==> config.mk <==
export PLATFORM = sky130hd
export DESIGN_NAME = sdpram_rd_streamer
export DESIGN_NICKNAME = d
export VERILOG_FILES = /design/src/rtl/sdpram_stream_pkg.sv /design/src/rtl/sdpram_rd_skid.sv /design/src/rtl/sdpram_rd_streamer.sv
export SDC_FILE = /design/constraint.sdc
export NUM_CORES = 1
export LEC_CHECK = 0
export ABC_AREA = 1
export CAP_MARGIN = 20
export CORE_MARGIN = 2
export CORE_UTILIZATION = 25
export DETAILED_ROUTE_END_ITERATION = 16
export HOLD_SLACK_MARGIN = 0.12
export PLACE_DENSITY = 0.55
export SETUP_SLACK_MARGIN = 0.4
export SKIP_CTS_REPAIR_TIMING = 1
export SLEW_MARGIN = 25
export SYNTH_ARGS = -nofsm -noshare
export SYNTH_HDL_FRONTEND = slang
export SYNTH_SLANG_ARGS = --single-unit
==> constraint.sdc <==
create_clock -name rd_clk -period 2.05 [get_ports rd_clk]
set_input_delay 0.3075 -clock rd_clk [delete_from_list [all_inputs] [get_ports rd_clk]]
set_output_delay 0.3075 -clock rd_clk [all_outputs]
set_load 0.01 [all_outputs]
==> src/rtl/sdpram_stream_pkg.sv <==
// Shared definitions for the SDPRAM read-side streamer: FSM encodings, skid depth,
// and an elaboration-time guard on the RAM read latency.
// No ports; imported by sdpram_rd_skid and sdpram_rd_streamer.
`ifndef SDPRAM_STREAM_PKG_SV
`define SDPRAM_STREAM_PKG_SV

// Only a 1-cycle RAM read latency is supported; anything else stops elaboration.
`define SDPRAM_CHECK_RD_LATENCY(lat) \
    if ((lat) != 1) begin : g_bad_rd_latency \
        $error("sdpram_rd_streamer: RAM_RD_LATENCY must be 1"); \
    end

package sdpram_stream_pkg;

    localparam logic [1:0] IDLE  = 2'd0;
    localparam logic [1:0] RUN   = 2'd1;
    localparam logic [1:0] DRAIN = 2'd2;

    // Two entries cover the one word in flight plus one word stalled at the output.
    localparam int SKID_DEPTH = 2;

endpackage

`endif

==> src/rtl/sdpram_rd_skid.sv <==
// 2-entry FIFO of {last, data}; head outputs are registers.
// Latency: a pushed word appears at the head the cycle after the push when the FIFO was empty.
// Backpressure: no ready; the producer must never push into a full FIFO (count==2 without pop).
// Ports: clk/rst (sync, active-high), push/push_data/push_last, pop,
//        head_valid/head_data/head_last, count[1:0].
module sdpram_rd_skid
    import sdpram_stream_pkg::*;
#(
    parameter int DATA_WIDTH = 32
) (
    input  logic                  clk,
    input  logic                  rst,
    input  logic                  push,
    input  logic [DATA_WIDTH-1:0] push_data,
    input  logic                  push_last,
    input  logic                  pop,
    output logic                  head_valid,
    output logic [DATA_WIDTH-1:0] head_data,
    output logic                  head_last,
    output logic [1:0]            count
);

    localparam logic [1:0] FULL = 2'(SKID_DEPTH);

    logic [DATA_WIDTH-1:0] tail_data;
    logic                  tail_last;

    assign head_valid = (count != 2'd0);

    always_ff @(posedge clk) begin
        if (rst) begin
            count     <= 2'd0;
            head_data <= '0;
            head_last <= 1'b0;
            tail_data <= '0;
            tail_last <= 1'b0;
        end else begin
            case ({push, pop})
                2'b10: begin
                    if (count == 2'd0) begin
                        head_data <= push_data;
                        head_last <= push_last;
                    end else begin
                        tail_data <= push_data;
                        tail_last <= push_last;
                    end
                    count <= count + 2'd1;
                end
                2'b01: begin
                    // Head keeps its old contents when the FIFO empties; m_valid masks it.
                    if (count == FULL) begin
                        head_data <= tail_data;
                        head_last <= tail_last;
                    end
                    count <= count - 2'd1;
                end
                2'b11: begin
                    if (count == FULL) begin
                        head_data <= tail_data;
                        head_last <= tail_last;
                        tail_data <= push_data;
                        tail_last <= push_last;
                    end else begin
                        head_data <= push_data;
                        head_last <= push_last;
                    end
                end
                default: begin
                end
            endcase
        end
    end

endmodule

==> src/rtl/sdpram_rd_streamer.sv <==
// Burst read sequencer for a 1-cycle-latency SDPRAM read port, emitting a valid/ready stream.
// Latency: cmd handshake cycle 0 -> address cycle 1 -> data cycle 2 -> m_valid cycle 3; 1 beat/cycle.
// Backpressure: m_ready low stalls output; issuing stops once buffered + in-flight words reach 2.
// Ports: rd_clk/rd_rst (sync, active-high), cmd_valid/cmd_ready/cmd_addr/cmd_len,
//        ram_rd_addr/ram_rd_data, m_valid/m_ready/m_data/m_last, busy, done.
module sdpram_rd_streamer
    import sdpram_stream_pkg::*;
#(
    parameter int ADDR_WIDTH     = 8,
    parameter int DATA_WIDTH     = 32,
    parameter int RAM_RD_LATENCY = 1
) (
    input  logic                  rd_clk,
    input  logic                  rd_rst,
    input  logic                  cmd_valid,
    output logic                  cmd_ready,
    input  logic [ADDR_WIDTH-1:0] cmd_addr,
    input  logic [ADDR_WIDTH-1:0] cmd_len,
    output logic [ADDR_WIDTH-1:0] ram_rd_addr,
    input  logic [DATA_WIDTH-1:0] ram_rd_data,
    output logic                  m_valid,
    input  logic                  m_ready,
    output logic [DATA_WIDTH-1:0] m_data,
    output logic                  m_last,
    output logic                  busy,
    output logic                  done
);

    `SDPRAM_CHECK_RD_LATENCY(RAM_RD_LATENCY)

    logic [1:0]            state;
    logic [ADDR_WIDTH-1:0] addr_ptr;
    logic [ADDR_WIDTH-1:0] remaining;
    logic                  inflight;
    logic                  inflight_last;
    logic [1:0]            buf_count;
    logic                  pop;
    logic                  issue;
    logic                  drain_exit;

    assign cmd_ready = (state == IDLE);
    assign busy      = (state != IDLE);
    assign pop       = m_valid & m_ready;

    // The pointer register drives the RAM directly: it is loaded at the handshake, so the
    // first address is on the RAM in cycle 1 and advances only when that address is issued.
    assign ram_rd_addr = addr_ptr;

    // Occupancy after this cycle's pop must leave room for the word this issue returns.
    assign issue = (state == RUN) &&
                   (({1'b0, buf_count} + {2'b00, inflight}) < (3'd2 + {2'b00, pop}));

    // Everything of the burst sits in the buffer or in flight, and the tagged last word is
    // the final one, so an empty pipe after this cycle's pop means the last beat was taken.
    assign drain_exit = (state == DRAIN) && !inflight &&
                        ((buf_count == 2'd0) || ((buf_count == 2'd1) && pop));

    always_ff @(posedge rd_clk) begin
        if (rd_rst) begin
            state         <= IDLE;
            addr_ptr      <= '0;
            remaining     <= '0;
            inflight      <= 1'b0;
            inflight_last <= 1'b0;
            done          <= 1'b0;
        end else begin
            done          <= drain_exit;
            inflight      <= issue;
            inflight_last <= issue && (remaining == '0);
            case (state)
                IDLE: begin
                    if (cmd_valid) begin
                        addr_ptr  <= cmd_addr;
                        remaining <= cmd_len;
                        state     <= RUN;
                    end
                end
                RUN: begin
                    if (issue) begin
                        addr_ptr  <= addr_ptr + 1'b1;
                        remaining <= remaining - 1'b1;
                        if (remaining == '0) begin
                            state <= DRAIN;
                        end
                    end
                end
                DRAIN: begin
                    if (drain_exit) begin
                        state <= IDLE;
                    end
                end
                default: state <= IDLE;
            endcase
        end
    end

    // Reset clears inflight, so RAM data returning for an abandoned burst is never captured.
    sdpram_rd_skid #(
        .DATA_WIDTH (DATA_WIDTH)
    ) u_skid (
        .clk        (rd_clk),
        .rst        (rd_rst),
        .push       (inflight),
        .push_data  (ram_rd_data),
        .push_last  (inflight_last),
        .pop        (pop),
        .head_valid (m_valid),
        .head_data  (m_data),
        .head_last  (m_last),
        .count      (buf_count)
    );

endmodule

==> run_results.csv, run 1 <==
group,metric,value,unit
placement,hpwl,8.05,mm
global_route,grt_pass1_wl,19.8,mm
power,ir_drop,0.577,mV
min_path,min_from,"rd_rst",
setup_path,r2r_cells,12,
setup_path,cp_slowest_cell,"dfxtp_4",
logic_synthesis,async_flop_share,0,
logic_synthesis,synth.area.mux_share,0,
timing,fin_crit,1.83,ns
setup_path,cp-start-kind,"flop",
finish,drive_gt1_frac,0.166,
timing,slew_headroom,0.709,
timing,finClkSkew,0.00513,ns
routing,drcViolationCount,0,
global_route,antenna_found_initial,0,
cts,ctsHtreeMaxLevel,3,
run,cap_violations,0,
min_path,hold_path_depth,3,
routing,viasPerCell,4.53,
power,fin_total_pwr,5.87,mW
logic_synthesis,synth_cells,610,
setup_path,worst_ep_required_time,2.28,ns
routing,drt-initial-drc-count,207,
logic_synthesis,netlist_area,0.00427,mm²
logic_synthesis,ys.flop_type,"dfxtp_1",
logic_synthesis,syn_area_per_cell,7.01,µm²
finish,antennaDiodeCount,0,
timing,worst_pin_slew,0.437,ns
global_route,first_global_vias,3887,
die,die_area,0.0182,mm²
timing,hold_viol,0,
logic_synthesis,synth_top_family_by_area,"simple AND/OR/NAND/NOR gates",
min_path,hold_path_class,"in2reg",
cts,clk_path_buf_depth,2,
timing,fin_tns_setup,0,ns
routing,dr.pass1.iters,5,
setup_path,r2r-end,"u_skid.tail_data[21]",
cts,cts_tree,"yes",
logic_synthesis,post_synth_xor_area_fraction,0.00615,
timing,slew_viol_final,0,
setup_path,cp_cell_sequence,"inv_4 > ha_4 > inv_6 > nand2_4 > inv_4 > ha_4 > clkinvlp_4 > o21ai_2 > o21ai_4 > buf_12 > o21ai_0 > a21oi_1",
timing,rsz0062_at_grt,"yes",
global_route,grt.total_usage,0.137,
placement,io_buffers,96,
die,initial_utilization,0.257,
die,rows,47,
logic_synthesis,synth-compound-area-share,0.206,
setup_path,crit_type,"reg2reg",
logic_synthesis,synth_seq_cells,89,
die,ios,97,
logic_synthesis,synth-simple-area-share,0.237,
setup_path,slowest_delay,0.37,ns
setup_path,worstSetupEndpointType,"flop",
global_route,grt_start_max_net_pins,40,
finish,fin_cells,937,
die,design.core.area,0.0166,mm²
setup_path,path_delay_family,"compound AO/OA/AOI/OAI gates",
finish,fill_cells,1759,
status,status,"finished, final reports clean",
logic_synthesis,seq_area_frac_synth,0.417,
logic_synthesis,synth_edf_count,0,
setup_path,path_max_fanout,22,
setup_path,cp_num_buf_inv,5,
cts,cts_sinks,89,
finish,areaGrowthSynthToFinish,48.9,%
routing,vias,4243,
finish,fin_nets,776,
logic_synthesis,synthDistinctLibCells,31,
finish,fin_util,0.382,
die,die_h,135,µm
placement,gp_congestion,0.800,
routing,drtAntennaViolNets,0,
logic_synthesis,synth_fa_ha_area_frac,0.0351,
setup_path,rrSetupSlack,0.22,ns
cts,root_buffer,"clkbuf_16",
setup_path,worstPathArrival,2.06,ns
cts,clk_pin_slew,0.06,ns
placement,dp.cells,909,
timing,max_freq,0.547,GHz
setup_path,r2r_start,"u_skid.count[0]",
timing,min_period_over_period,0.892,
min_path,hold_end,"u_skid.head_data[3]",
logic_synthesis,synth-warning-count,0,
die,die_w,135,µm
routing,routed_wirelength,12.7,mm
routing,wl_per_cell,13.6,µm
timing,whs,0.440,ns
cts,insertion_delay,0.34,ns
power,p_leak,2.54,nW
global_route,grt_overflow,0,
power,power.density,922,mW/mm²
cts,cts_buffers,9,
logic_synthesis,synth_fp_nets,674,
timing,report.final.setup_viol,0,
-- cells by family (layout without fill, tap and decap cells) --
kind of cell / after synthesis / count (layout)
AND/OR/NAND/NOR: 229 / 229
AO/OA/AOI/OAI: 173 / 173
buffers and inverters: 104 / 211
flip-flops: 89 / 89
adder cells (fa/ha/maj): 12 / 12
XOR/XNOR: 3 / 3
-- worst reg2reg max path, delay by kind of cell, from the launching register on --
family | cells | cell delay, ns
AO/OA/AOI/OAI | 4 | 0.52
buffers and inverters | 5 | 0.47
flip-flops | 1 | 0.37
adder cells (fa/ha/maj) | 2 | 0.29
AND/OR/NAND/NOR | 1 | 0.06
-- state kept, by name (all words and copies together), names as in the netlist --
register / cells
u_skid.head_last: 1
state: 2
u_skid.tail_last: 1
done: 1
ram_rd_addr: 8
inflight_last: 1
u_skid.tail_data: 32
inflight: 1
u_skid.head_data: 32
remaining: 8
u_skid.count: 2
-- report_power, final --
| part | internal, mW | switching (mW) | total, mW |
|---|---|---|---|
| Combinational | 1.03 | 1.12 | 2.15 |
| Clock | 0.889 | 0.704 | 1.59 |
| Sequential | 1.97 | 0.150 | 2.12 |
-- worst max path at each step --
stage                    start              endpoint  slack [ns]  cells past startpoint
3_3_place_gp           m_ready   u_skid.tail_data[7]        0.04                     10
3_5_place_dp           m_ready  u_skid.tail_data[19]       -0.01                     10
6_report       u_skid.count[0]  u_skid.tail_data[21]        0.22                     12
5_1_grt        u_skid.count[0]  u_skid.head_data[17]        0.12                     13
4_1_cts        u_skid.count[0]               m_valid        0.15                      4
2_1_floorplan  u_skid.count[0]  u_skid.tail_data[10]        0.37                     13
-- cells in the final DEF, fill, tap and decap left out, drive strengths merged --
cell type      instances
a21oi                 89
a31oi                  1
buf                   30
clkbuf                17
clkdlybuf4s50         91
clkinv                 5
clkinvlp               1
dfxtp                 89
dlymetal6s2s           4
ha                    12
inv                   63
nand2                123
nand3                 79
nand3b                 1
nand4                  2
nor2                  19
nor3                   2
nor3b                  1
o21ai                 79
o21bai                 4
or2                    2
xnor2                  1
xor2                   2
-- routing by layer --
layer  routed length [µm]  part of all wire  up-vias  track usage
met1                 5930              0.47     1909        0.180
met3                  813             0.064       11       0.0357
met5                    0                 0        -            0
li1                     -                 -     2222            -
met2                 5800              0.46      101        0.217
met4                  166             0.013        0       0.0462
-- synth_stat cells (2+ instances only) --
| library cell | n | area share |
|---|---|---|
| nor2_1 | 17 | 0.015 |
| ha_1 | 12 | 0.035 |
| inv_1 | 61 | 0.054 |
| o21bai_1 | 4 | 0.0070 |
| buf_1 | 2 | 0.0018 |
| nand3_1 | 78 | 0.091 |
| a21oi_1 | 88 | 0.10 |
| nor2_2 | 2 | 0.0029 |
| clkbuf_1 | 27 | 0.024 |
| dfxtp_1 | 89 | 0.42 |
| o21ai_0 | 78 | 0.091 |
| xor2_1 | 2 | 0.0041 |
| inv_2 | 4 | 0.0035 |
| nand4_1 | 2 | 0.0029 |
| buf_4 | 2 | 0.0035 |
| buf_2 | 6 | 0.0070 |
| nand2_1 | 122 | 0.11 |
-- through the flow --
stage	area, µm²	setup slack, ns
2_1_floorplan	4390	0.371
3_3_place_gp	5700	0.0403
3_5_place_dp	5700	-0.0135
4_1_cts	5980	0.150
5_1_grt	6360	0.122
6_report	6360	0.221
-- area by class of cell --
type | instances | area, µm² | share of cell area
Multi-Input combinational cell | 417 | 2290 | 0.360
Sequential cell | 89 | 1800 | 0.284
Timing Repair Buffer | 130 | 1440 | 0.226
Tap cell | 220 | 275 | 0.0433
Inverter | 65 | 273 | 0.0429
Clock buffer | 12 | 256 | 0.0403
Clock inverter | 4 | 27.5 | 0.00433
No activity file was read; power rests on OpenSTA's default activity.
==> run 2, diff against run 1 <==
ABC_CLOCK_PERIOD_IN_PS = 2050   (was default)
SETUP_SLACK_MARGIN = default   (was 0.4)
==> run 2 against run 1 <==
Clock power up 8%. Flip-flop and latch count unchanged. Clock-buffer cell count down 2. Non-clock buffer count up 1. Clock skew up 0.00093 ns. Utilization down 1.7 points. Worst hold slack worse by 0.23 ns. Power down 2.4%. Die area unchanged. Wire length down 1.8%. First-iteration DRC count down 13%. Largest power group is now registers. Via count down 1.0%.
==> run_results.csv, run 2 (synthesis results as in run 1) <==
group,metric,value,unit
finish,antennaDiodeCount,0,
routing,drcViolationCount,0,
finish,reg.largest.list,"u_skid.head_data (32), u_skid.tail_data (32)",
routing,vias,4200,
routing,drt-initial-drc-count,180,
timing,report.final.setup_viol,0,
die,rows,47,
setup_path,rrSetupSlack,0.14,ns
min_path,hold_path_class,"in2reg",
global_route,first_global_vias,3995,
power,power.density,942,mW/mm²
cts,cts_sinks,89,
die,ios,97,
power,p_comb_frac,0.334,
setup_path,cp_num_buf_inv,7,
finish,fill_cells,1777,
cts,insertion_delay,0.35,ns
timing,fin_crit,1.91,ns
power,power.switching,1.88,mW
placement,preCtsSetupSlack,-0.0587,ns
global_route,grt_overflow,0,
min_path,hold_end,"inflight",
min_path,min_from,"rd_rst",
power,switching_share,0.328,
finish,fin_nets,777,
power,p_int,3.85,mW
cts,root_buffer,"clkbuf_16",
timing,slew_headroom,0.757,
timing,min_period_over_period,0.931,
setup_path,cp_cell_sequence,"inv_1 > ha_1 > inv_2 > nand2_2 > inv_2 > ha_1 > inv_1 > o21ai_2 > buf_4 > o21ai_4 > buf_4 > clkbuf_16 > o21ai_0 > a21oi_1",
routing,routed_wirelength,12.5,mm
timing,max_freq,0.524,GHz
timing,hold_viol,0,
timing,worst_pin_slew,0.364,ns
global_route,grt_util_met2,0.213,
cts,cts_buffers,9,
power,p_leak,2.41,nW
routing,wl_per_cell,13.3,µm
setup_path,worst_ep_required_time,2.29,ns
min_path,hold_path_depth,2,
power,power_frac_seq,0.367,
placement,hpwl,8.20,mm
global_route,grt_pass1_wl,20.1,mm
setup_path,cp_slowest_cell,"dfxtp_1",
setup_path,cp-start-kind,"flop",
die,die_area,0.0182,mm²
finish,drive_gt1_frac,0.100,
global_route,grt_start_max_net_pins,45,
setup_path,r2r_start,"u_skid.count[1]",
timing,setup_ws,0.140,ns
timing,finClkSkew,0.00606,ns
placement,gp_congestion,0.790,
cts,cts_tree,"yes",
global_route,use_met1,0.184,
setup_path,worstSetupEndpointType,"flop",
setup_path,crit_type,"reg2reg",
finish,fin_util,0.365,
setup_path,worstPathArrival,2.15,ns
die,design.core.area,0.0166,mm²
setup_path,r2r_cells,14,
status,status,"finished, final reports clean",
die,die_h,135,µm
global_route,antenna_found_initial,1,
finish,layout.cells.most_common,"nand2_1",
setup_path,r2r-end,"u_skid.tail_data[12]",
die,initial_utilization,0.257,
run,cap_violations,0,
routing,viasPerCell,4.48,
setup_path,path_delay_family,"buffers and inverters",
finish,areaGrowthSynthToFinish,42.2,%
routing,drtAntennaViolNets,0,
power,ir_drop,0.423,mV
power,clkPwrFrac,0.300,
placement,dp.cells,917,
global_route,met3_usage,0.0529,
timing,whs,0.210,ns
finish,regArea,0.00178,mm²
timing,fin_tns_setup,0,ns
timing,slew_viol_final,0,
global_route,busiest_layer,"met2",
timing,rsz0062_at_grt,"yes",
finish,layout_common_cells,"121 x nand2_1, 94 x clkdlybuf4s50_1, 88 x dfxtp_1",
routing,dr.pass1.iters,5,
finish,fin_cells,938,
die,die_w,135,µm
global_route,grt.total_usage,0.139,
placement,io_buffers,96,
cts,clk_path_buf_depth,2,
setup_path,slowest_delay,0.33,ns
finish,multi_input_area,0.00211,mm²
cts,clk_pin_slew,0.06,ns
setup_path,path_max_fanout,11,
cts,ctsHtreeMaxLevel,3,
==> run 2: cell types whose count changed in the layout (fill, tap and decap cells not counted), moves of 5 or more <==
cell     delta
a21oi_1    +12
nand3_2     -5
nand3_1     +5
nand2_2     -7
dfxtp_1     +9
nand2_4     -5
buf_4       +9
dfxtp_2     -5
a21oi_2    -12
o21ai_0     +6
nand2_1    +12
==> run 2: how the worst max path moves through the flow <==
stage                                from  slack, ns                    to  cells after the start
final                     u_skid.count[1]       0.14  u_skid.tail_data[12]                     14
after global routing      u_skid.count[0]     -0.001   u_skid.tail_data[1]                     14
after CTS                 u_skid.count[1]       0.03               m_valid                      5
after detailed placement          m_ready      -0.06  u_skid.tail_data[10]                     11
after global placement            m_ready      -0.03  u_skid.tail_data[12]                     11
after floorplan           u_skid.count[0]       0.11  u_skid.tail_data[10]                     13
==> run 2: final cells by class <==
class	count	area share
tap	220	0.0453
sequential	89	0.293
inverter	65	0.0401
timing repair buffer	131	0.224
clock buffer	10	0.0393
multi-input combinational	417	0.347
clock inverter	6	0.0109
==> run 2: power by group through the flow <==
stage                     Sequential [mW]  Combinational, mW  Clock, mW
final                                2.10               1.91       1.71
after global routing                 2.13               2.15       1.85
after CTS                            2.10               1.90       1.78
after global placement               2.13               1.88          0
after floorplan                      2.18              0.989          0
after detailed placement             2.13               1.89          0
==> run 2: through the flow <==
stage	area [µm²]	power [mW]
after CTS	5970	5.77
final	6080	5.72
after floorplan	4270	3.16
after detailed placement	5670	4.02
after global routing	6080	6.13
after global placement	5670	4.01
==> run 2: metal layers <==
layer	part of all wire	up-vias	wire (µm)
met5	0	-	0
met4	0.0079	0	99
met3	0.071	10	884
met2	0.44	103	5520
met1	0.48	1873	5970
li1	-	2214	-
==> run 3, diff against run 2 <==
SETUP_SLACK_MARGIN = 0.02   (was default)
==> run 3 against run 2 <==
Via count up 1.0%. Critical path type unchanged. Clock skew about the same. Combinational power about the same. Register-to-register slack worse by 0.03 ns. First-iteration DRC count shrank 22%. Final area increased by 0.14%. Critical endpoint is now u_skid.tail_data[20].
==> run_results.csv, run 3 (synthesis results as in run 1) <==
group,metric,value,unit
status,status,"finished, final reports clean",
cts,clk_path_buf_depth,2,
min_path,hold_path_class,"in2reg",
finish,drive_gt1_frac,0.104,
cts,clk_pin_slew,0.07,ns
finish,fin_util,0.366,
global_route,antenna_found_initial,1,
cts,cts_tree,"yes",
die,ios,97,
die,rows,47,
cts,ctsHtreeMaxLevel,3,
setup_path,path_max_fanout,11,
global_route,first_global_vias,3995,
global_route,grt.total_usage,0.139,
setup_path,r2r_cells,14,
die,die_h,135,µm
die,die_area,0.0182,mm²
power,p_leak,2.41,nW
die,die_w,135,µm
die,design.core.area,0.0166,mm²
timing,worst_pin_slew,0.367,ns
min_path,min_from,"rd_rst",
routing,dr.pass1.iters,5,
run,cap_violations,0,
timing,slew_viol_final,0,
cts,root_buffer,"clkbuf_16",
timing,min_period_over_period,0.947,
power,ir_drop,0.422,mV
timing,report.final.setup_viol,0,
timing,hold_viol,0,
setup_path,worst_ep_required_time,2.29,ns
finish,reg.largest.list,"u_skid.head_data (32), u_skid.tail_data (32)",
placement,gp_congestion,0.790,
setup_path,r2r_start,"u_skid.count[1]",
global_route,grt_pass1_wl,20.1,mm
placement,hpwl,8.20,mm
finish,layout_common_cells,"121 x nand2_1, 94 x clkdlybuf4s50_1, 88 x dfxtp_1",
routing,drt-initial-drc-count,140,
routing,viasPerCell,4.52,
setup_path,worstPathArrival,2.18,ns
global_route,grt_overflow,0,
finish,layout.cells.most_common,"nand2_1",
cts,insertion_delay,0.35,ns
routing,routed_wirelength,12.6,mm
min_path,hold_path_depth,2,
min_path,hold_end,"inflight",
die,initial_utilization,0.257,
setup_path,rrSetupSlack,0.11,ns
cts,cts_buffers,9,
routing,vias,4242,
timing,max_freq,0.515,GHz
power,power.density,942,mW/mm²
setup_path,crit_type,"reg2reg",
routing,drtAntennaViolNets,0,
finish,fin_nets,777,
setup_path,worstSetupEndpointType,"flop",
timing,fin_tns_setup,0,ns
routing,drcViolationCount,0,
finish,areaGrowthSynthToFinish,42.4,%
placement,io_buffers,96,
timing,fin_crit,1.94,ns
timing,slew_headroom,0.755,
cts,cts_sinks,89,
finish,antennaDiodeCount,0,
setup_path,r2r-end,"u_skid.tail_data[20]",
setup_path,cp-start-kind,"flop",
global_route,grt_start_max_net_pins,45,
routing,wl_per_cell,13.4,µm
timing,finClkSkew,0.00576,ns
## run 3: cell count changes in the layout (fill, tap and decap cells not counted), moves of 2 or more
cell | previous run | this run
o21ai_0 | 50 | 54
ha_2 | 0 | 2
o21ai_1 | 26 | 22
ha_1 | 12 | 10
## run 3: cell type report
class,instances,area (µm²)
sequential,89,1780
fill,1779,10600
inverter,65,244
clock inverter,6,66.3
multi-input combinational,417,2110
tap,220,275
timing repair buffer,131,1370
clock buffer,10,239
## run 3: layer usage
| metal | vias up | part of all wire | global-route usage |
|---|---|---|---|
| met5 | - | 0 | 0 |
| met4 | 0 | 0.0079 | 0.0345 |
| met3 | 10 | 0.076 | 0.0529 |
| met2 | 132 | 0.45 | 0.213 |
| met1 | 1888 | 0.47 | 0.184 |
| li1 | 2212 | - | - |
## run 3: per-stage QoR
| step | worst slack, ns | total power [mW] | instance area (µm²) | cells | hold WS [ns] |
|---|---|---|---|---|---|
| 6_report | 0.108 | 5.73 | 6090 | 938 | 0.211 |
| 2_1_floorplan | 0.106 | 3.16 | 4270 | 610 | 0.381 |
| 3_5_place_dp | -0.0587 | 4.02 | 5670 | 917 | 0.438 |
| 3_3_place_gp | -0.0335 | 4.01 | 5670 | 917 | 0.432 |
| 5_1_grt | -0.0148 | 6.13 | 6090 | 938 | 0.209 |
| 4_1_cts | 0.0346 | 5.77 | 5970 | 933 | 0.193 |
## run 3: worst max-delay path by stage
| stage | start | endpoint | slack [ns] | cells after the start |
|---|---|---|---|---|
| 3_3_place_gp | m_ready | u_skid.tail_data[12] | -0.03 | 11 |
| 4_1_cts | u_skid.count[1] | m_valid | 0.03 | 5 |
| 2_1_floorplan | u_skid.count[0] | u_skid.tail_data[10] | 0.11 | 13 |
| 5_1_grt | u_skid.count[0] | u_skid.tail_data[20] | -0.01 | 14 |
| 3_5_place_dp | m_ready | u_skid.tail_data[10] | -0.06 | 11 |
| 6_report | u_skid.count[1] | u_skid.tail_data[20] | 0.11 | 14 |
## run 3: worst max-delay path, stage by stage (launching register included)
cell and delay (ns):
dfxtp_1 0.33, inv_1 0.07, ha_1 0.19, inv_2 0.06, nand2_2 0.06, inv_2 0.07
ha_2 0.19, inv_2 0.05, o21ai_2 0.10, buf_4 0.13, o21ai_4 0.05, buf_4 0.16
clkbuf_16 0.16, o21ai_0 0.16, a21oi_1 0.06
## run 3: where the power goes
group / total [mW] / internal (mW) / switching (mW)
sequential: 2.10 / 1.96 / 0.138
combinational: 1.92 / 0.903 / 1.02
clock: 1.72 / 0.983 / 0.734
